## src/rtl/stream_credit_tx_if.sv

```systemverilog
// Local producer handshake, remote FIFO write port and credit/status signals of stream_credit_tx.
// The slave modport is the transmitter's view; the master modport is the surrounding logic's view.
interface stream_credit_tx_if #(
  parameter int DATA_WIDTH = 32,
  parameter int CREDIT_NUM = 4
);
  localparam int CNT_WIDTH = $clog2(CREDIT_NUM + 1);

  logic                  in_valid_i;
  logic                  in_ready_o;
  logic [DATA_WIDTH-1:0] in_data_i;
  logic                  tx_valid_o;
  logic [DATA_WIDTH-1:0] tx_data_o;
  logic                  credit_return_i;
  logic [CNT_WIDTH-1:0]  credit_cnt_o;
  logic                  idle_o;
  logic                  err_o;

  modport slave (
    input  in_valid_i,
    input  in_data_i,
    input  credit_return_i,
    output in_ready_o,
    output tx_valid_o,
    output tx_data_o,
    output credit_cnt_o,
    output idle_o,
    output err_o
  );

  modport master (
    output in_valid_i,
    output in_data_i,
    output credit_return_i,
    input  in_ready_o,
    input  tx_valid_o,
    input  tx_data_o,
    input  credit_cnt_o,
    input  idle_o,
    input  err_o
  );
endinterface

```

## src/rtl/stream_credit_tx.sv

```systemverilog
// Credit-gated transmitter into a remote FIFO; accept -> tx_valid after TX_LATENCY cycles.
// Producer is stalled only when no credit remains; the remote side never backpressures.
module stream_credit_tx #(
  parameter int DATA_WIDTH = 32,
  parameter int CREDIT_NUM = 4,
  parameter int TX_LATENCY = 1
) (
  input logic              clk,
  input logic              rst_n,
  stream_credit_tx_if.slave bus
);
  localparam int CNT_WIDTH = $clog2(CREDIT_NUM + 1);
  localparam logic [CNT_WIDTH-1:0] CNT_FULL = CNT_WIDTH'(CREDIT_NUM);
  localparam logic [CNT_WIDTH-1:0] CNT_ONE  = CNT_WIDTH'(1);

  logic [CNT_WIDTH-1:0]  credit_cnt;
  logic [CNT_WIDTH-1:0]  cnt_nxt;
  logic                  err_set;
  logic                  err_q;
  logic                  accept;
  logic [TX_LATENCY-1:0] vld_pipe;
  logic [DATA_WIDTH-1:0] dat_pipe [TX_LATENCY];

  // Ready comes straight from the registered count, so a returned credit is usable next cycle.
  assign bus.in_ready_o = (credit_cnt != '0);
  assign accept         = bus.in_valid_i && bus.in_ready_o;

  always_comb begin
    cnt_nxt = credit_cnt;
    err_set = 1'b0;
    if (accept && !bus.credit_return_i) begin
      cnt_nxt = credit_cnt - CNT_ONE;
    end else if (!accept && bus.credit_return_i) begin
      if (credit_cnt == CNT_FULL) begin
        err_set = 1'b1;
      end else begin
        cnt_nxt = credit_cnt + CNT_ONE;
      end
    end
  end

  always_ff @(posedge clk or negedge rst_n) begin
    if (!rst_n) begin
      credit_cnt <= CNT_FULL;
      err_q      <= 1'b0;
    end else begin
      credit_cnt <= cnt_nxt;
      if (err_set) begin
        err_q <= 1'b1;
      end
    end
  end

  // Each data stage only moves with its valid bit so tx_data_o holds the last beat.
  always_ff @(posedge clk or negedge rst_n) begin
    if (!rst_n) begin
      vld_pipe <= '0;
      for (int i = 0; i < TX_LATENCY; i++) begin
        dat_pipe[i] <= '0;
      end
    end else begin
      vld_pipe[0] <= accept;
      if (accept) begin
        dat_pipe[0] <= bus.in_data_i;
      end
      for (int i = 1; i < TX_LATENCY; i++) begin
        vld_pipe[i] <= vld_pipe[i-1];
        if (vld_pipe[i-1]) begin
          dat_pipe[i] <= dat_pipe[i-1];
        end
      end
    end
  end

  assign bus.tx_valid_o   = vld_pipe[TX_LATENCY-1];
  assign bus.tx_data_o    = dat_pipe[TX_LATENCY-1];
  assign bus.credit_cnt_o = credit_cnt;
  assign bus.err_o        = err_q;
  assign bus.idle_o       = (credit_cnt == CNT_FULL) && (vld_pipe == '0);
endmodule
```

## src/flat_wrapper.sv

```systemverilog
// flat-port wrapper written by rule: the top's interface ports become plain ports
module stream_credit_tx_flat 
#(
  parameter int DATA_WIDTH = 32,
  parameter int CREDIT_NUM = 4,
  parameter int TX_LATENCY = 1
)
  (clk, rst_n, bus_in_valid_i, bus_in_data_i, bus_credit_return_i, bus_in_ready_o, bus_tx_valid_o, bus_tx_data_o, bus_credit_cnt_o, bus_idle_o, bus_err_o);
  stream_credit_tx_if #(.DATA_WIDTH(DATA_WIDTH), .CREDIT_NUM(CREDIT_NUM)) bus_i ();
  input logic clk;
  input logic rst_n;
  input wire logic [$bits(bus_i.in_valid_i)-1:0] bus_in_valid_i;
  input wire logic [$bits(bus_i.in_data_i)-1:0] bus_in_data_i;
  input wire logic [$bits(bus_i.credit_return_i)-1:0] bus_credit_return_i;
  output wire logic [$bits(bus_i.in_ready_o)-1:0] bus_in_ready_o;
  output wire logic [$bits(bus_i.tx_valid_o)-1:0] bus_tx_valid_o;
  output wire logic [$bits(bus_i.tx_data_o)-1:0] bus_tx_data_o;
  output wire logic [$bits(bus_i.credit_cnt_o)-1:0] bus_credit_cnt_o;
  output wire logic [$bits(bus_i.idle_o)-1:0] bus_idle_o;
  output wire logic [$bits(bus_i.err_o)-1:0] bus_err_o;
  assign bus_i.in_valid_i = bus_in_valid_i;
  assign bus_i.in_data_i = bus_in_data_i;
  assign bus_i.credit_return_i = bus_credit_return_i;
  assign bus_in_ready_o = bus_i.in_ready_o;
  assign bus_tx_valid_o = bus_i.tx_valid_o;
  assign bus_tx_data_o = bus_i.tx_data_o;
  assign bus_credit_cnt_o = bus_i.credit_cnt_o;
  assign bus_idle_o = bus_i.idle_o;
  assign bus_err_o = bus_i.err_o;
  stream_credit_tx #(.DATA_WIDTH(DATA_WIDTH), .CREDIT_NUM(CREDIT_NUM), .TX_LATENCY(TX_LATENCY)) u_core (.clk(clk), .rst_n(rst_n), .bus(bus_i));
endmodule
```

## config.mk

```make
export PLATFORM = sky130hd
export DESIGN_NAME = stream_credit_tx_flat
export DESIGN_NICKNAME = d
export VERILOG_FILES = /design/src/rtl/stream_credit_tx_if.sv /design/src/rtl/stream_credit_tx.sv /design/src/flat_wrapper.sv
export SDC_FILE = /design/constraint.sdc
export NUM_CORES = 1
export LEC_CHECK = 0
export CORE_MARGIN = 1
export CORE_UTILIZATION = 41
export CTS_CLUSTER_SIZE = 40
export DETAILED_ROUTE_END_ITERATION = 7
export PLACE_DENSITY = 0.91
export SYNTH_ARGS = -nofsm -noshare
export SYNTH_HDL_FRONTEND = slang
export SYNTH_SLANG_ARGS = --single-unit
```

## constraint.sdc

```tcl
create_clock -name clk -period 3.1 [get_ports clk]
set_input_delay 0.93 -clock clk [delete_from_list [all_inputs] [get_ports clk]]
set_output_delay 0.93 -clock clk [all_outputs]
set_load 0.02 [all_outputs]
```

Yosys cells after proc, flatten, opt, wreduce, memory -nomap -nowiden --
Index checks and enable logic that the tools add are counted.
Storage, ports and cells: memories 0, memory bits (writable) 0, word-level logic and storage cells 24, memory bits (read-only) 0, bits in registers 37, bits in latches 0
Operators by class: equality and inequality tests 2, reductions and logical operators 9, add/sub/neg operators 2, muxes and demuxes 6, bitwise gates (word level) 1, shifts and indexed selects 0, div/mod/pow operators 0, multipliers 0, $lt $le $gt $ge 0
Operators by type and width (number):
- $mux W3 | 3
- $logic_and A1 B1 Y1 | 4
- $add A3 B1 Y3 const B | 1
- $eq A3 B3 Y1 const B | 1
- $mux W1 | 3
- $reduce_bool A3 Y1 | 1
- $sub A3 B1 Y3 const B | 1
- $logic_not A1 Y1 | 2
- $ne A2 B1 Y1 const B | 1
- $reduce_and A2 Y1 | 1
- $reduce_bool A2 Y1 | 1
- $not A1 Y1 | 1

Logic depth before layout (Yosys ltp) --
Gate-level depths: netlist of the first run.
depth after elaboration 6, gate-level depth with buffers 10, gate-level depth less buffers 9

Least setup slack after synthesis of the first run --
OpenSTA, ideal clock, no wires.
path type input to register, start point in bus_in_valid_i, end point reg u_core.credit_cnt[2], in the netlist u_core.bus.credit_cnt_o[2], path slack 0.624 ns, buffers on the path 1, stages on the path 9, arrival time 2.387 ns, path through nand2_8 buf_12 inv_1 ha_1 inv_1 fa_1 or2_2 o21ai_0 a31oi_1
Between the ends: cells in the longest elaborated chain, start to end 5, elaborated cells between the ends (all ways) 8
RTL lines:
- from (decl) | line flat_wrapper.sv:12 | input wire logic [$bits(bus_i.in_valid_i)-1:0] bus_in_valid_i;
- $logic_and A1 B1 Y1 (*) | line stream_credit_tx.sv:26 | assign accept = bus.in_valid_i && bus.in_ready_o;
- named net u_core.accept | line stream_credit_tx.sv:20 | logic accept;
- $logic_not A1 Y1 | line stream_credit_tx.sv:33 | end else if (!accept && bus.credit_return_i) begin
- $logic_and A1 B1 Y1 | line stream_credit_tx.sv:33
- $reduce_bool A2 Y1 (no line)
- $reduce_and A2 Y1 (no line)
- to (signal assigned) | line stream_credit_tx.sv:47 | credit_cnt <= cnt_nxt;
- to (decl) | line stream_credit_tx.sv:16 | logic [CNT_WIDTH-1:0] credit_cnt;
Mark *: on every way through the listed nets, which the timed path passes. The rest lies on a longest branch. A chain may end at the register's enable or synchronous reset.

Final worst setup path of the first run --
Same ends and word-level chain as after synthesis.

==> results of run 1 <==
-- critical path: cells and delay by family --
family	cells	cell delay, ps
adder cells (fa/ha/maj)	2	690
AO/OA/AOI/OAI	2	320
AND/OR/NAND/NOR	2	350
buffers and inverters	3	770
-- where the power goes --
| part | internal [mW] | total [mW] | switching (mW) |
|---|---|---|---|
| combinational | 0.559 | 1.00 | 0.444 |
| sequential | 0.640 | 0.757 | 0.116 |
| clock | 0.176 | 0.328 | 0.152 |
| total | 1.38 | 2.09 | 0.712 |
-- worst max path at each step --
| stage | to | cells after the start |
|---|---|---|
| 2_1_floorplan | u_core.bus.credit_cnt_o[2]$_DFFE_PN1P_ | 9 |
| 3_5_place_dp | u_core.bus.credit_cnt_o[2]$_DFFE_PN1P_ | 9 |
| 6_report | u_core.bus.credit_cnt_o[2]$_DFFE_PN1P_ | 9 |
| 5_1_grt | u_core.bus.credit_cnt_o[2]$_DFFE_PN1P_ | 9 |
| 3_3_place_gp | u_core.bus.credit_cnt_o[2]$_DFFE_PN1P_ | 9 |
| 4_1_cts | u_core.bus.credit_cnt_o[2]$_DFFE_PN1P_ | 9 |
-- layer usage --
| layer | up-vias | share of wire [%] |
|---|---|---|
| li1 | 497 | - |
| met1 | 522 | 42 |
| met2 | 70 | 47 |
| met3 | 6 | 9.2 |
| met4 | 0 | 1.2 |
| met5 | - | 0 |
-- synth_stat cells --
library cell   n
mux2_2         4
or3_4          1
dfstp_2        1
a21o_2         1
or2_2          1
a31oi_1        1
or3b_2         1
fa_1           1
nor4b_1        1
a21oi_1        3
ha_1           2
nand2_8        1
nor2_1         1
a41o_1         1
inv_1          6
buf_12         3
mux2_4        28
xnor2_1        1
nand2_1        1
o21ai_0        1
dfrtp_1       36
a311oi_1       1
-- state kept, by name, summed over array words and instances, names as in the netlist --
name                     flops
u_core.bus.credit_cnt_o      3
u_core.bus.err_o             1
u_core.bus.tx_data_o        32
u_core.bus.tx_valid_o        1
-- per-stage QoR --
step / hold slack, ps / std cells / cell area (um2)
finish: 488 / 224 / 2470
global route: 506 / 224 / 2470
CTS: 486 / 224 / 2470
detailed placement: 466 / 217 / 2390
global placement: 465 / 217 / 2390
floorplan: 576 / 97 / 1650
-- logic make-up (layout without fill, tap and decap cells) --
kind of cell / Yosys count / count (layout) / share of synthesized area, %
AO/OA/AOI/OAI: 8 / 8 / 3.27
XOR/XNOR: 1 / 1 / 0.532
adder cells (fa/ha/maj): 3 / 3 / 2.74
buffers and inverters: 9 / 88 / 5.02
flip-flops: 37 / 37 / 56.3
multiplexers: 32 / 32 / 28.3
AND/OR/NAND/NOR: 7 / 7 / 3.80
-- cell type report --
type                    count  area [um2]
well taps                  48        60.1
multi-input cells          51         636
flip-flops and latches     37         927
repair buffers             75         743
fillers                   263        1270
clock buffers               7        86.3
inverters                   6        22.5
==> flow_summary.toml, run 1 <==
[clock_tree]
ctsRootBufferMaster = "clkbuf_8"
clk_pin_slew_worst_paths_ps = 70
postCtsSetupBuffers = 0
insertion_delay_ps = 280
cts_max_level = 2
cts_tree = "done"
ctsResizeCount = 0
cts.path.max_buffers = 2
cts_buffers = 5
clock-sinks = 37
holdBufCountCts = 0

[grt]
use_met3_pct = 4.51
use_met2_pct = 30.3
grt_pass1_vias = 1200
grt-ovfl-total = 0
grt_max_degree = 38
grt_antenna_before_repair = 0
grt_util_met1_pct = 21.3
grt_pass1_wl_um = 5650
grtUsageTotal_pct = 17.7
grt.busiest_layer = "met2"

[sta]
fin_ws_ps = 251
rsz0062_at_grt = "false"
setup_viol_count_final = 0
fin_crit_ps = 2850
fin_worst_skew_ps = 5.24
slew-limit-headroom_pct = 47.4
fin_tns_setup_ps = 0
finalCritPeriodShare_pct = 91.9
final_max_slew_viol_count = 0
tightest_slew_ps = 788
timing.fmax_mhz = 351
hold_viol = 0

[yosys]
synth.net_count = 136
syn-instance-count = 97
synth_seq_cells = 37
synth.area.top_cells = "dfrtp_1 55%, mux2_4 26%, buf_12 3.7%"
syn_area_um2 = 1650
yosys.area.top_type = "dfrtp_1"
yosys_warnings = 0
yosys.area.top_type_share_pct = 54.8
avgSynthCellArea_um2 = 17.0
yosysSeqAreaShare_pct = 56.3
synth_cell_type_count = 22

[power]
power.total_mw = 2.09
p_per_area_nw_per_um2 = 843
p_leak_nw = 1.11
ir_drop_mv = 0.488

[drt]
drtAntennaViolNets = 0
vias = 1095
via_per_inst = 4.89
routedWlPerCell_um = 15.5
first_pass_iters = 4
routed_wl_um = 3460
drc = 0
drt_iter0_markers = 34

[die]
die_y_um = 65.4
io_pins = 75
die_w_um = 65.4
core_area_um2 = 3740
dieArea_um2 = 4270
initial_core_util_pct = 44.0
rows = 22

[worst_hold_path]
hp-start = "u_core.bus.err_o$_DFFE_PN0P_"
min_path_cells = 1
hold_path_end = "u_core.bus.err_o$_DFFE_PN0P_"
hold_path.class = "flip-flop to flip-flop"

[setup_path]
crit_path_max_fanout = 5
r2r-end = "u_core.bus.credit_cnt_o[2]$_DFFE_PN1P_"
path_cells = "clkdlybuf4s50_1 -> nand2_8 -> inv_1 -> ha_1 -> inv_1 -> fa_1 -> or2_2 -> o21ai_0 -> a31oi_1"
cp.required_ps = 3300
r2r-start = "u_core.bus.credit_cnt_o[2]$_DFFE_PN1P_"
crit_top_cell = "inv_1"
arrival_ps = 3050
crit_path_end_kind = "flip-flop"
reg2reg_setup_slack_ps = 690
critical-path-slowest-cell = "clkdlybuf4s50_1"
start_kind = "primary input"
critical_path_class = "primary input to flip-flop"
reg2regPathDepth = 9
worst_path_largest_cell_delay_ps = 560
crit_path_start = "bus_in_valid_i"

[place]
gp_congestion = 0.685
dp_hpwl_um = 2510
dp_slack_ps = -6.56
port_buffers = 74

[finish]
final_common_cell = "clkdlybuf4s50_1"
fin_util_pct = 66.1
diodes = 0
layout_common_cells = "73 x clkdlybuf4s50_1, 36 x dfrtp_1, 28 x mux2_4"
layout.nets = 215
area_delta_synth_final_pct = 50.4
final_layout_size_suffix_gt1_share_pct = 26.1

[job]
cap_violations = 0

[outcome]
outcome = "finished clean"
Power figures use the tool's default switching activity.
==> inputs of run 2 (changes only) <==
--- a/config.mk
+++ b/config.mk
@@ -6,10 +6,10 @@
 export NUM_CORES = 1
 export LEC_CHECK = 0
 export CORE_MARGIN = 1
-export CORE_UTILIZATION = 41
+export CORE_UTILIZATION = 44
 export CTS_CLUSTER_SIZE = 40
 export DETAILED_ROUTE_END_ITERATION = 7
-export PLACE_DENSITY = 0.91
+export PLACE_DENSITY = 0.95
 export SYNTH_ARGS = -nofsm -noshare
 export SYNTH_HDL_FRONTEND = slang
 export SYNTH_SLANG_ARGS = --single-unit
==> constraint.sdc (replaced) <==
create_clock -name clk -period 3.4 [get_ports clk]
set_input_delay 1.02 -clock clk [delete_from_list [all_inputs] [get_ports clk]]
set_output_delay 1.02 -clock clk [all_outputs]
set_load 0.02 [all_outputs]
==> run 2 against run 1 <==
Global-route usage is 3.6 points higher; non-clock buffer count stayed put; routed wire length is 8.1% higher; critical path depth is 7 lower; first-iteration DRC count is 15% higher; worst setup slack better by 230 ps; core utilization is 4.8 points higher; count of clock-buffer cells in the layout is 2 lower; design area is 0.61% lower; via count is 0.73% lower; clock skew is 0.82 ps higher; sequential power is 9.2% lower; largest power group unchanged.
==> flow_summary.toml, run 2 (synthesized netlist as in run 1, its figures left out) <==
[finish]
layout_common_cells = "73 x clkdlybuf4s50_1, 36 x dfrtp_1, 28 x mux2_4"
diodes = 0
layout.nets = 215
largest_register_ffs = 32
n_fill_cell = 243
area_delta_synth_final_pct = 49.5
final_layout_size_suffix_gt1_share_pct = 26.3
final_common_cell = "clkdlybuf4s50_1"

[drt]
drtAntennaViolNets = 0
drt_iter0_markers = 39
routed_wl_um = 3740
first_pass_iters = 4
drc = 0
vias = 1087
routedWlPerCell_um = 16.9
via_per_inst = 4.92

[die]
die_w_um = 63.2
initial_core_util_pct = 47.4
dieArea_um2 = 3990
die_y_um = 63.2
io_pins = 75
core_area_um2 = 3470
rows = 21

[setup_path]
path_cells = "nor4b_1 -> clkdlybuf4s50_1"
cp.required_ps = 2380
worst_path_largest_cell_delay_ps = 680
r2r-end = "u_core.bus.credit_cnt_o[2]$_DFFE_PN1P_"
critical-path-slowest-cell = "clkdlybuf4s50_1"
crit_path_end_kind = "output port"
crit_path_max_fanout = 8
start_kind = "flip-flop"
reg2reg_setup_slack_ps = 1080
critical_path_class = "flip-flop to output port"
reg2regPathDepth = 9
arrival_ps = 1900
r2r-start = "u_core.bus.credit_cnt_o[2]$_DFFE_PN1P_"

[place]
gp_congestion = 0.705
dp_slack_ps = 262
port_buffers = 74
dp_hpwl_um = 2710

[power]
p_per_area_nw_per_um2 = 767
p_leak_nw = 1.11
ir_drop_mv = 0.388

[clock_tree]
clk_pin_slew_worst_paths_ps = 60
cts.path.max_buffers = 2
cts_buffers = 5
postCtsSetupBuffers = 0
cts_max_level = 2
ctsResizeCount = 0
clock-sinks = 37
insertion_delay_ps = 290
holdBufCountCts = 0
cts_tree = "done"
ctsRootBufferMaster = "clkbuf_8"

[grt]
grt_pass1_wl_um = 6180
grt-ovfl-total = 0
grt_antenna_before_repair = 0
grtUsageTotal_pct = 21.3
grt_pass1_vias = 1167
grt_max_degree = 38

[sta]
fin_ws_ps = 482
finalCritPeriodShare_pct = 85.8
final_max_slew_viol_count = 0
setup_viol_count_final = 0
slew-limit-headroom_pct = 47.0
tightest_slew_ps = 795
fin_worst_skew_ps = 6.06
hold_viol = 0
fin_crit_ps = 2920
rsz0062_at_grt = "false"
fin_tns_setup_ps = 0
timing.fmax_mhz = 343

[outcome]
outcome = "finished clean"

[worst_hold_path]
hold_path.class = "flip-flop to flip-flop"
hold_path_end = "u_core.bus.err_o$_DFFE_PN0P_"
min_path_cells = 1
hp-start = "u_core.bus.err_o$_DFFE_PN0P_"

[job]
cap_violations = 0
## run 2: worst max-delay path by stage
stage	start	slack [ps]	end	cells after the start
5_1_grt	bus_in_valid_i	420	u_core.bus.credit_cnt_o[2]$_DFFE_PN1P_	9
2_1_floorplan	bus_in_valid_i	830	u_core.bus.credit_cnt_o[2]$_DFFE_PN1P_	9
3_5_place_dp	bus_in_valid_i	260	u_core.bus.credit_cnt_o[2]$_DFFE_PN1P_	9
4_1_cts	u_core.bus.credit_cnt_o[2]$_DFFE_PN1P_	520	bus_idle_o	2
3_3_place_gp	bus_in_valid_i	380	u_core.bus.credit_cnt_o[2]$_DFFE_PN1P_	9
6_report	u_core.bus.credit_cnt_o[2]$_DFFE_PN1P_	480	bus_idle_o	2
## run 2: metal layers
layer	global-route usage, %	vias up	wire length [um]
li1	-	492	-
met1	25.0	532	1510
met2	34.5	56	1890
met3	7.43	7	270
met4	10.5	0	78
met5	0	-	0
## run 2: cell type report
class                      count  area (um2)  share of cell area (%)
timing repair buffer          75         743                    30.2
tap                           46        57.6                    2.34
inverter                       6        22.5                   0.916
clock inverter                 1        5.00                   0.203
sequential                    37         927                    37.7
clock buffer                   5        68.8                    2.80
multi-input combinational     51         636                    25.8
## run 2: worst max-delay path, delay by kind of cell (launching register included)
family	cells	cell delay, ps
buffers and inverters	1	680
DFF	1	600
and+or+nand+nor	1	340
## run 2: where the power goes
| group | switching, mW | internal, mW |
|---|---|---|
| registers | 0.103 | 0.584 |
| clock network | 0.141 | 0.135 |
| logic | 0.413 | 0.511 |
| total | 0.657 | 1.23 |
## run 2: per-stage QoR
step	hold slack [ps]	instances	total power, mW	utilization (%)	instance area (um2)
floorplan	576	97	1.22	-	1650
global placement	468	215	1.56	68.8	2390
detailed placement	474	215	1.62	68.8	2390
CTS	497	221	1.90	70.9	2460
global route	513	221	1.98	70.9	2460
finish	485	221	1.89	70.9	2460
